$ cat config.mk
export PLATFORM = sky130hd
export DESIGN_NAME = intersection_ctrl
export DESIGN_NICKNAME = d
export VERILOG_FILES = /design/src/rtl/intersection_ctrl.sv
export SDC_FILE = /design/constraint.sdc
export NUM_CORES = 1
export LEC_CHECK = 0
export CAP_MARGIN = 20
export CORE_MARGIN = 8
export CORE_UTILIZATION = 55
export DETAILED_ROUTE_END_ITERATION = 12
export PLACE_DENSITY = 0.8
export SETUP_SLACK_MARGIN = 0.3
export SYNTH_ARGS = -nofsm -noshare
export SYNTH_HDL_FRONTEND = slang
export SYNTH_SLANG_ARGS = --single-unit
export TNS_END_PERCENT = 5
$ cat constraint.sdc
create_clock -name clk -period 5.6 [get_ports clk]
set_input_delay 1.12 -clock clk [delete_from_list [all_inputs] [get_ports clk]]
set_output_delay 1.12 -clock clk [all_outputs]
set_load 0.01 [all_outputs]
$ cat src/rtl/intersection_ctrl.sv
// Two-approach (NS/EW) intersection controller with all-red clearance, latched
// pedestrian walk phase and a night-mode flashing-yellow state, paced by en.
module intersection_ctrl #(
  parameter int CNT_W         = 8,
  parameter int GREEN_TICKS   = 8,
  parameter int YELLOW_TICKS  = 3,
  parameter int ALL_RED_TICKS = 2,
  parameter int WALK_TICKS    = 6,
  parameter int FLASH_TICKS   = 4
) (
  input  logic       clk,
  input  logic       rst,
  input  logic       en,
  input  logic       ped_req,
  input  logic       night_mode,
  output logic       ns_red,
  output logic       ns_yellow,
  output logic       ns_green,
  output logic       ew_red,
  output logic       ew_yellow,
  output logic       ew_green,
  output logic       ped_walk,
  output logic       ped_pending,
  output logic [2:0] state
);

  typedef enum logic [2:0] {
    RED_NS    = 3'd0,
    NS_GREEN  = 3'd1,
    NS_YELLOW = 3'd2,
    RED_EW    = 3'd3,
    EW_GREEN  = 3'd4,
    EW_YELLOW = 3'd5,
    WALK      = 3'd6,
    FLASH     = 3'd7
  } state_e;

  typedef struct packed {
    logic ns_red;
    logic ns_yellow;
    logic ns_green;
    logic ew_red;
    logic ew_yellow;
    logic ew_green;
    logic ped_walk;
  } lamps_t;

  // Terminal timer values: a phase of D ticks ends when the timer reads D-1.
  localparam logic [CNT_W-1:0] GREEN_LAST   = CNT_W'(GREEN_TICKS - 1);
  localparam logic [CNT_W-1:0] YELLOW_LAST  = CNT_W'(YELLOW_TICKS - 1);
  localparam logic [CNT_W-1:0] ALL_RED_LAST = CNT_W'(ALL_RED_TICKS - 1);
  localparam logic [CNT_W-1:0] WALK_LAST    = CNT_W'(WALK_TICKS - 1);
  localparam logic [CNT_W-1:0] FLASH_LAST   = CNT_W'(FLASH_TICKS - 1);

  state_e           state_q, state_d;
  logic [CNT_W-1:0] timer_q, timer_d;
  logic             flash_q, flash_d;
  logic             pend_q, pend_d;
  lamps_t           lamps_q;

  function automatic logic [CNT_W-1:0] last_tick(input state_e s);
    case (s)
      RED_NS, RED_EW:       last_tick = ALL_RED_LAST;
      NS_GREEN, EW_GREEN:   last_tick = GREEN_LAST;
      NS_YELLOW, EW_YELLOW: last_tick = YELLOW_LAST;
      WALK:                 last_tick = WALK_LAST;
      default:              last_tick = FLASH_LAST;
    endcase
  endfunction

  function automatic lamps_t decode(input state_e s, input logic fl);
    lamps_t l;
    l = '0;
    case (s)
      RED_NS, RED_EW: begin l.ns_red = 1'b1; l.ew_red = 1'b1; end
      NS_GREEN:       begin l.ns_green = 1'b1; l.ew_red = 1'b1; end
      NS_YELLOW:      begin l.ns_yellow = 1'b1; l.ew_red = 1'b1; end
      EW_GREEN:       begin l.ew_green = 1'b1; l.ns_red = 1'b1; end
      EW_YELLOW:      begin l.ew_yellow = 1'b1; l.ns_red = 1'b1; end
      WALK:           begin l.ns_red = 1'b1; l.ew_red = 1'b1; l.ped_walk = 1'b1; end
      default:        begin l.ns_yellow = fl; l.ew_yellow = fl; end
    endcase
    return l;
  endfunction

  always_comb begin
    // NOTE: every variable gets a default before any branch so no latch is inferred.
    state_d = state_q;
    timer_d = timer_q;
    flash_d = flash_q;
    pend_d  = pend_q | ped_req;

    if (en) begin
      if (state_q == FLASH) begin
        if (!night_mode) begin
          state_d = RED_NS;
          timer_d = '0;
          flash_d = 1'b0;
        end else if (timer_q == FLASH_LAST) begin
          timer_d = '0;
          flash_d = ~flash_q;
        end else begin
          timer_d = timer_q + CNT_W'(1);
        end
      end else if (timer_q == last_tick(state_q)) begin
        timer_d = '0;
        unique case (state_q)
          RED_NS: begin
            if (night_mode) begin
              state_d = FLASH;
              flash_d = 1'b1;
            end else if (pend_q) begin
              state_d = WALK;
            end else begin
              state_d = NS_GREEN;
            end
          end
          NS_GREEN:  state_d = NS_YELLOW;
          NS_YELLOW: state_d = RED_EW;
          RED_EW: begin
            if (night_mode) begin
              state_d = FLASH;
              flash_d = 1'b1;
            end else begin
              state_d = EW_GREEN;
            end
          end
          EW_GREEN:  state_d = EW_YELLOW;
          EW_YELLOW: state_d = RED_NS;
          WALK:      state_d = NS_GREEN;
          default:   state_d = RED_NS;
        endcase
      end else begin
        timer_d = timer_q + CNT_W'(1);
      end
    end

    // Entering WALK serves the request; a request arriving on that same cycle survives.
    if (state_d == WALK && state_q != WALK) pend_d = ped_req;
  end

  always_ff @(posedge clk) begin
    // NOTE: sequential state uses non-blocking assignments so all registers update together.
    if (rst) begin
      state_q <= RED_NS;
      timer_q <= '0;
      flash_q <= 1'b0;
      pend_q  <= 1'b0;
      lamps_q <= decode(RED_NS, 1'b0);
    end else begin
      state_q <= state_d;
      timer_q <= timer_d;
      flash_q <= flash_d;
      pend_q  <= pend_d;
      lamps_q <= decode(state_d, flash_d);
    end
  end

  assign ns_red      = lamps_q.ns_red;
  assign ns_yellow   = lamps_q.ns_yellow;
  assign ns_green    = lamps_q.ns_green;
  assign ew_red      = lamps_q.ew_red;
  assign ew_yellow   = lamps_q.ew_yellow;
  assign ew_green    = lamps_q.ew_green;
  assign ped_walk    = lamps_q.ped_walk;
  assign ped_pending = pend_q;
  assign state       = state_q;

endmodule
==> summary.md, run 1 <==
| Metric | Value |
|---|---|
| Via count | 1000 |
| Worst vdd ir | approximately 0.00020 V |
| Worst path arrival time | around 3.5 ns |
| Most frequent cells in the layout | dfxtp_1, nor2_1, clkdlybuf4s50_1, nand2_1, o21ai_0 |
| Residual DRC | 0 |
| HP Class | reg2reg |
| Startpoint Class | primary input |
| Syn nets | around 140 |
| EDFF count, synth | 0 |
| Design Power | roughly 0.00036 W |
| Post-cts resize count | 0 |
| CTS tree | yes |
| CTS buffer count | 3 |
| Clk sinks | 20 |
| Initial antenna violation count | 0 |
| Utilization after layout | 0.674 |
| Max cap viols | 0 |
| Avg WL per Cell | 14.2 um |
| Primary FF master, synth | dfxtp_1 |
| Synthesized area per cell | 8.60 um2 |
| Status | complete, no violations |
| Setup TNS | 0 ns |
| RSZ-0062 raised after global routing | no |
| Ys async rst share | 0 |
| Worst-margin pin slew | ~0.58 ns |
| Max Clk Rate | around 300 MHz |
| # rows | 16 |
| Largest net degree at the start of global routing | 18 |
| Via-to-Cell Ratio | about 5.9 |
| Vias in the first global route | 921 |
| IO Count | 16 |
| Postcts setup bufs | 0 |
| Clock latency on the worst-skew pair | approximately 0.30 ns |
| Initial DRC Count | 34 |
| Die Height | 61.3 um |
| Initial Util | 0.580 |
| CP Max Fanout | 7 |
| I/O Buffers | 15 |
| Chip width | ~61 um |
| Core area | roughly 1900 um2 |
| # H-tree levels | 1 |
| Share of cells above drive strength 1 | 0.0979 |
| Grt total ovfl | 0 |
| Min cycle time layout | 3.30 ns |
| Clock Tree Buf Depth | 2 |
| Skew final | 0.00844 ns |
| Die ar. | 3750 um2 |
| DRT antenna net count | 0 |
| Hold Buf Count CTS | 0 |
| Synth Cell Area | 1130 um2 |
| Post-layout nets | ~150 |
| PwrDens | about 270 nW/um2 |
| Buf+Inv Stages, Crit Path | 3 |
| Global-route usage over all layers | 0.135 |
| P_leak | around 0.44 nW |
| CP Data Required Time | roughly 5.8 ns |
| First-pass GRT wire length | 3980 um |
| Critical-path cell list | clkdlybuf4s50_1 > inv_1 > or3_4 > a31oi_4 > mux2i_1 > or2b_1 > inv_1 > nand2_1 > nor2_1 |
| Root Buffer | clkbuf_4 |
| Area delta synth->final | 16.2% |
| Syn Inst Count | ~130 |
| Yosys cell types | between 50 and 60 |
| Placer congestion estimate | slightly below 0.9 |
| Commonest non-fill, non-tap cell in the layout | dfxtp_1 |
| Final Max Tran Viols | 0 |
| Final period utilization | 0.589 |
| Synthesis-stage register bit count | 20 |
| DRT Wirelength | 2410 um |
| DR pass1 iterations | 4 |
| Final hold violation count | 0 |
| # diodes | 0 |
| Highest-delay cell along the critical path | clkdlybuf4s50_1 |
| Clock-pin slew on the worst setup and hold paths | approximately 0.11 ns |
| DP HPWL | 1720 um |
| Yosys warnings | 0 |
| Crit path top cell by count | inv_1 |
| Final setup viols | 0 |
| CP max stage delay | just under 0.6 ns |
| Crit Path Category | in2reg |
| CP Capture Type | flip-flop |
| Crit path max-delay family | simple AND/OR/NAND/NOR gates |
| Fill cells | ~170 |
| Relative slew slack | 0.615 |
| Sequential area share after synthesis | 0.356 |
-- area by class of cell --
| type | instances | area, um2 | share of cell area |
|---|---|---|---|
| clock buffers | 3 | 22.5 | 0.0172 |
| inverters | 5 | 18.8 | 0.0143 |
| multi-input cells | 100 | 683 | 0.522 |
| flip-flops and latches | 20 | 400 | 0.306 |
| repair buffers | 15 | 150 | 0.115 |
| well taps | 27 | 33.8 | 0.0258 |
-- state kept, by name (all words and copies together), names as in the netlist --
register / cells
timer_q: 8
ew_yellow: 1
ew_red: 1
ped_pending: 1
ew_green: 1
flash_q: 1
ns_green: 1
ns_red: 1
ped_walk: 1
state: 3
ns_yellow: 1
-- worst min-delay path: stages (launching register included) --
cell and delay (ns):
dfxtp_1 0.37, xnor2_1 0.08, nor2_1 0.07
-- stage by stage --
| stage | instance area, um2 | setup slack [ns] | cells | hold WS (ns) |
|---|---|---|---|---|
| finish | 1310 | 2.30 | 170 | 0.553 |
| global placement | 1290 | 2.10 | 167 | 0.519 |
| global route | 1310 | 2.10 | 170 | 0.592 |
| CTS | 1310 | 2.30 | 170 | 0.556 |
| detailed placement | 1290 | 2.01 | 167 | 0.528 |
| floorplan | 1130 | 2.88 | 131 | 0.490 |
-- per-layer routing --
metal / vias to the layer above / GRT usage / wire length, um
li1: 506 / - / -
met4: 0 / 0.0498 / 12
met2: 18 / 0.219 / 1090
met3: 2 / 0.0271 / 104
met5: - / 0 / 0
met1: 474 / 0.171 / 1210
-- where the power goes --
| group | internal, W | leakage (nW) | switching, W |
|---|---|---|---|
| sequential | 0.000155 | 0.163 | 0.0000217 |
| combinational | 0.0000590 | 0.267 | 0.0000539 |
| clock | 0.0000251 | 0.0138 | 0.0000406 |
| total | 0.000239 | 0.444 | 0.000116 |
-- synthesized netlist by cell type (2+ instances only) --
cell	number	share of area
xnor2_1	5	0.039
nor2b_1	2	0.011
mux2i_1	2	0.018
dfxtp_1	20	0.36
clkbuf_1	5	0.017
or2b_1	2	0.013
xor2_1	2	0.016
or3_1	3	0.017
o2bb2ai_2	2	0.027
nand4_1	4	0.022
inv_1	5	0.017
nand2_1	9	0.030
or2_2	2	0.011
a21oi_1	5	0.022
or4_1	2	0.013
nor2_1	17	0.057
o21ai_0	6	0.027
nand2b_1	2	0.011
nand3_1	3	0.013
-- logic make-up after synthesis --
| kind of cell | Yosys count | share of synthesized area |
|---|---|---|
| adders and majority gates | 1 | 0.0111 |
| DFF | 20 | 0.356 |
| buffers and inverters | 11 | 0.0378 |
| xor gates and xnor gates | 7 | 0.0544 |
| AOI/OAI and AO/OA | 33 | 0.234 |
| and+or+nand+nor | 56 | 0.279 |
| muxes | 3 | 0.0278 |
-- worst paths after layout --
path,from,endpoint,slack [ns],depth (start not counted)
setup / recovery,en,ew_green$_SDFF_PP0_,2.30,9
hold reg to reg,timer_q[6]$_SDFFE_PP0P_,timer_q[6]$_SDFFE_PP0P_,0.55,2
hold / removal,timer_q[6]$_SDFFE_PP0P_,timer_q[6]$_SDFFE_PP0P_,0.55,2
setup reg to reg,state[1]$_SDFF_PP0_,ew_green$_SDFF_PP0_,2.69,8
Power figures use the tool's default switching activity.
==> run 2, diff against run 1 <==
CORE_UTILIZATION = 53   (was 55)
PLACE_DENSITY = 0.78   (was 0.8)
clock period = 3.4 ns   (was 5.6 ns; I/O delays follow)
==> summary.md, run 2 (synthesized netlist as in run 1, its figures left out) <==
| Metric | Value |
|---|---|
| Status | complete, no violations |
| HP Class | reg2reg |
| Via count | 1000 (unchanged) |
| CP max stage delay | 0.58 ns (about the same) |
| Placer congestion estimate | 0.887 (+2.0%) |
| # rows | 16 (unchanged) |
| Fill cells | 157 (-6.0%) |
| Setup TNS | 0 ns (unchanged) |
| Placed inst area | 1290 um2 (+0.58%) |
| Relative slew slack | 0.648 (+0.0329) |
| DR pass1 iterations | 4 (unchanged) |
| Root Buffer | clkbuf_4 |
| Largest net degree at the start of global routing | 17 (-1) |
| CTS buffer count | 3 (unchanged) |
| Crit path top cell by count | inv_1 |
| Highest-delay cell along the critical path | clkdlybuf4s50_1 |
| Final hold violation count | 0 (unchanged) |
| Worst vdd ir | 0.000341 V (+72%) |
| I/O Buffers | 15 (unchanged) |
| Grt total ovfl | 0 (unchanged) |
| DRT antenna net count | 0 (unchanged) |
| # H-tree levels | 1 (unchanged) |
| Final period utilization | 0.830 |
| DP Cell Count | 168 (+0.60%) |
| Post-layout nets | 152 (+0.66%) |
| Avg WL per Cell | 14.4 um (+1.6%) |
| RSZ-0062 raised after global routing | no |
| Critical-path cell list | clkdlybuf4s50_1 > inv_1 > or3_4 > a31oi_4 > mux2i_1 > or2b_1 > inv_1 > nand2_1 > nor2_1 |
| Layout Cells excl Fill | 172 (+1.2%) |
| Postcts setup bufs | 0 (unchanged) |
| Area delta synth->final | 18.1% |
| Die ar. | 3860 um2 (+2.8%) |
| Worst-margin pin slew | 0.513 ns (-0.0632 ns) |
| Global-route usage over all layers | 0.139 (+0.00423) |
| Startpoint Class | primary input |
| DP HPWL | 1780 um (+3.2%) |
| DRT Wirelength | 2480 um (+2.8%) |
| Initial antenna violation count | 0 (unchanged) |
| Max cap viols | 0 (unchanged) |
| Residual DRC | 0 (unchanged) |
| CTS tree | yes |
| CP Max Fanout | 7 (unchanged) |
| Initial Util | 0.568 (-0.0117) |
| Skew final | 0.00456 ns (-0.00388 ns) |
| Initial DRC Count | 26 (-24%) |
| CP Data Required Time | 3.64 ns (-2.19 ns) |
| Area occupied by registers | 400 um2 (unchanged) |
| Commonest non-fill, non-tap cell in the layout | dfxtp_1 |
| # diodes | 0 (unchanged) |
| IO Count | 16 (unchanged) |
| Crit path max-delay family | simple AND/OR/NAND/NOR gates |
| Die Height | 62.1 um (+1.4%) |
| PwrDens | 467 nW/um2 (+72%) |
| Max Clk Rate | about 350 MHz |
| Min cycle time layout | ~2.8 ns |
| Crit Path Category | in2reg |
| P_leak | 0.456 nW (+2.8%) |
| Hold Buf Count CTS | 0 (unchanged) |
| Clk sinks | 20 (unchanged) |
| Most frequent cells in the layout | dfxtp_1, nor2_1, clkdlybuf4s50_1, nand2_1, o21ai_0 |
| Chip width | 62.1 um (+1.4%) |
| Final setup viols | 0 (unchanged) |
| Buf+Inv Stages, Crit Path | 3 (unchanged) |
| Clock latency on the worst-skew pair | 0.29 ns (about the same) |
| Core area | 1980 um2 (+2.1%) |
| Via-to-Cell Ratio | 5.81 (-1.2%) |
| Share of cells above drive strength 1 | 0.110 (+0.0124) |
| Post-cts resize count | 0 (unchanged) |
| Final Max Tran Viols | 0 (unchanged) |
| Max reg flops | 8 (unchanged) |
| Worst path arrival time | 3.06 ns (-0.47 ns) |
| Most flops, register | timer_q |
| Multi-input logic area | 683 um2 (unchanged) |
| CP Capture Type | flip-flop |
| Non-Filler Cell Area, Final | 1330 um2 (+1.6%) |
| Vias in the first global route | 932 (+1.2%) |
| Clock Tree Buf Depth | 2 (unchanged) |
| First-pass GRT wire length | 4150 um (+4.3%) |
| Clock-pin slew on the worst setup and hold paths | 0.12 ns (about the same) |
## run 2: power by group
| part | internal (W) | total (W) | switching (W) |
|---|---|---|---|
| Combinational | 0.000101 | 0.000205 | 0.000104 |
| Clock | 0.0000652 | 0.000137 | 0.0000722 |
| Sequential | 0.000255 | 0.000278 | 0.0000233 |
## run 2: worst paths after layout
path,startpoint,to,slack (ns),cells past startpoint
max,en,ew_green$_SDFF_PP0_,0.58,9
min,timer_q[5]$_SDFFE_PP0P_,timer_q[5]$_SDFFE_PP0P_,0.57,2
max reg2reg,state[2]$_SDFF_PP0_,ew_green$_SDFF_PP0_,0.65,8
min reg2reg,timer_q[5]$_SDFFE_PP0P_,timer_q[5]$_SDFFE_PP0P_,0.57,2
## run 2: cell type report
cell class / instances / area share
Tap cell: 27 / 0.0254
Multi-Input combinational cell: 100 / 0.514
Sequential cell: 20 / 0.301
Inverter: 5 / 0.0141
Clock buffer: 4 / 0.0273
Timing Repair Buffer: 16 / 0.119
## run 2: metal layers
layer / part of all wire / vias up / GRT usage
li1: - / 506 / -
met1: 0.48 / 473 / 0.175
met2: 0.48 / 19 / 0.236
met3: 0.038 / 2 / 0.0185
met4: 0.0056 / 0 / 0.0487
met5: 0 / - / 0
## run 2: worst register-to-register path: cells and delay by family (launching register included)
family | cells | cell delay [ns]
simple gates | 4 | 1.03
compound gates | 2 | 0.59
mux | 1 | 0.50
flops | 1 | 0.49
buf+inv | 1 | 0.09
## run 2: through the flow
stage                     setup WS (ns)  hold WS [ns]  power (W)  utilization
after floorplan                   0.972         0.490   0.000417            -
after global placement            0.326         0.522   0.000482        0.653
after detailed placement          0.288         0.542   0.000487        0.653
after CTS                         0.595         0.573   0.000627        0.671
after global routing              0.347         0.591   0.000658        0.671
final                             0.578         0.572   0.000621        0.671
==> run 3, diff against run 2 <==
clock period = 2.9 ns   (was 3.4 ns; I/O delays follow)
==> summary.md, run 3 (synthesized netlist as in run 1, its figures left out) <==
| Metric | Value |
|---|---|
| Highest-delay cell along the critical path | or4_1 |
| Fill cells | 155 (-1.3%) |
| Global-route usage over all layers | 0.149 (+0.00979) |
| First-pass GRT wire length | 4420 um (+6.3%) |
| Vias in the first global route | 987 (+5.9%) |
| RR Endpoint | ns_red$_SDFF_PP1_ |
| Crit path max-delay family | simple AND/OR/NAND/NOR gates |
| Top Layer Used | met4 |
| Root Buffer | clkbuf_4 |
| Initial Util | 0.568 (unchanged) |
| Startpoint Class | flip-flop |
| Crit Path Category | reg2reg |
| CTS tree | yes |
| Final Max Tran Viols | 0 (unchanged) |
| DR pass1 iterations | 4 (unchanged) |
| Share of cells above drive strength 1 | 0.178 (+0.0673) |
| Residual DRC | 0 (unchanged) |
| Final setup viols | 0 (unchanged) |
| Placer congestion estimate | 0.857 (-3.4%) |
| Max cap viols | 0 (unchanged) |
| Hold Buf Count CTS | 0 (unchanged) |
| CP Data Required Time | 3.10 ns (-0.54 ns) |
| Relative slew slack | 0.637 (-0.0107) |
| Clock-pin slew on the worst setup and hold paths | 0.12 ns (about the same) |
| Most flops, register | timer_q |
| Avg WL per Cell | 15.1 um (+4.6%) |
| Critical-path cell list | or4_1 > or3_4 > a31oi_4 > o21ai_0 > o2bb2ai_4 > buf_4 > nor4_2 > nor2_1 |
| Initial antenna violation count | 0 (unchanged) |
| Hold Path Sink | timer_q[0]$_SDFFE_PP0P_ |
| Utilization after layout | 0.717 (+0.0455) |
| Via-to-Cell Ratio | 5.93 (+2.0%) |
| # H-tree levels | 1 (unchanged) |
| Metal2 WL | 1280 um (+8.2%) |
| Status | complete, no violations |
| Max reg flops | 8 (unchanged) |
| Buf+Inv Stages, Crit Path | 1 (-2) |
| Worst vdd ir | 0.000464 V (+36%) |
| Largest net degree at the start of global routing | 17 (unchanged) |
| Setup TNS | 0 ns (unchanged) |
| Chip width | 62.1 um (unchanged) |
| Core area | 1980 um2 (unchanged) |
| I/O Buffers | 15 (unchanged) |
| Final hold violation count | 0 (unchanged) |
| Worst path arrival time | 2.73 ns (-0.33 ns) |
| Via count | 1061 (+6.1%) |
| IO Count | 16 (unchanged) |
| Min cycle time layout | roughly 2.5 ns |
| M1 wire length | 1200 um (+1.4%) |
| Max Clk Rate | between 300 and 400 MHz |
| Clk sinks | 20 (unchanged) |
| HP Class | reg2reg |
| Most frequent cells in the layout | dfxtp_1, nor2_1, clkdlybuf4s50_1, nand2_1, buf_4 |
| Clock Tree Buf Depth | 2 (unchanged) |
| R2R cell count | 8 (unchanged) |
| Worst-margin pin slew | 0.537 ns (+0.0232 ns) |
| PwrDens | 595 nW/um2 (+27%) |
| Die ar. | 3860 um2 (unchanged) |
| Initial DRC Count | 32 (+23%) |
| CP Max Fanout | 7 (unchanged) |
| Die Height | 62.1 um (unchanged) |
| Post-layout nets | 159 (+4.6%) |
| Final period utilization | 0.872 |
| CP Capture Type | flip-flop |
| DP HPWL | 1980 um (+11%) |
| Met3 wire len | 135 um (+42%) |
| # rows | 16 (unchanged) |
| DRT antenna net count | 0 (unchanged) |
| Multi-input logic area | 702 um2 (+2.7%) |
| Area occupied by registers | 403 um2 (+0.62%) |
| Hold Path Depth | 2 (unchanged) |
| DRT Wirelength | 2700 um (+8.9%) |
| Skew final | 0.00159 ns (-0.00297 ns) |
| Worst reg-to-reg setup slack | 0.37 ns (-0.28 ns) |
| Area delta synth->final | 26.1% |
| # diodes | 0 (unchanged) |
| Clock latency on the worst-skew pair | 0.30 ns (about the same) |
| P_leak | 0.509 nW (+12%) |
| RSZ-0062 raised after global routing | yes |
| Grt total ovfl | 0 (unchanged) |
| CTS buffer count | 3 (unchanged) |
| Hold Path Origin | timer_q[0]$_SDFFE_PP0P_ |
| CP max stage delay | 0.58 ns (about the same) |
| R2r startpoint | timer_q[3]$_SDFFE_PP0P_ |
| Commonest non-fill, non-tap cell in the layout | dfxtp_1 |
-- run 3: cell type report --
class / count / area share
Multi-Input combinational cell: 100 / 0.494
Inverter: 5 / 0.0132
Tap cell: 27 / 0.0238
Clock inverter: 1 / 0.0211
Sequential cell: 20 / 0.284
Timing Repair Buffer: 23 / 0.148
Clock buffer: 3 / 0.0159
-- run 3: what timing repair did --
item                                    4_1_cts  5_1_grt
endpoints found under the setup margin        4        5
setup buffers                                 0        2
resized for setup                             2        3
pin swaps                                     0        2
-- run 3: power breakdown --
part / internal, W / switching [W]
Sequential: 0.000300 / 0.0000213
Combinational: 0.000149 / 0.000144
Clock: 0.000140 / 0.0000911
Total: 0.000589 / 0.000256
-- run 3: routing by layer --
metal / vias to the layer above / global-route usage
met4: 0 / 0.0552
met1: 491 / 0.183
met2: 36 / 0.255
li1: 519 / -
met3: 15 / 0.0226
met5: - / 0
-- run 3: worst max-delay path by stage --
stage / from / to / cells past startpoint
after floorplan: state[1]$_SDFF_PP0_ / ns_red$_SDFF_PP1_ / 7
after global placement: en / ns_red$_SDFF_PP1_ / 8
after detailed placement: en / ns_red$_SDFF_PP1_ / 8
after CTS: timer_q[0]$_SDFFE_PP0P_ / ns_yellow$_SDFF_PP0_ / 7
after global routing: timer_q[3]$_SDFFE_PP0P_ / ew_green$_SDFF_PP0_ / 8
final: timer_q[3]$_SDFFE_PP0P_ / ns_red$_SDFF_PP1_ / 8
-- run 3: metrics by stage --
stage / total power (W) / setup slack (ns) / hold WS, ns / instance area (um2) / std cells
global placement: 0.000573 / 0.180 / 0.517 / 1330 / 173
floorplan: 0.000488 / 0.472 / 0.490 / 1130 / 131
finish: 0.000845 / 0.370 / 0.550 / 1420 / 179
CTS: 0.000825 / 0.322 / 0.573 / 1400 / 177
global route: 0.000888 / 0.251 / 0.567 / 1420 / 179
detailed placement: 0.000585 / 0.0729 / 0.549 / 1330 / 173
-- run 3: worst register-to-register path: cells and delay by family, from the launching register on --
| kind | cells | cell delay, ns |
|---|---|---|
| AO/OA/AOI/OAI | 3 | 0.62 |
| buffers and inverters | 1 | 0.15 |
| flip-flops | 1 | 0.36 |
| AND/OR/NAND/NOR | 4 | 1.30 |
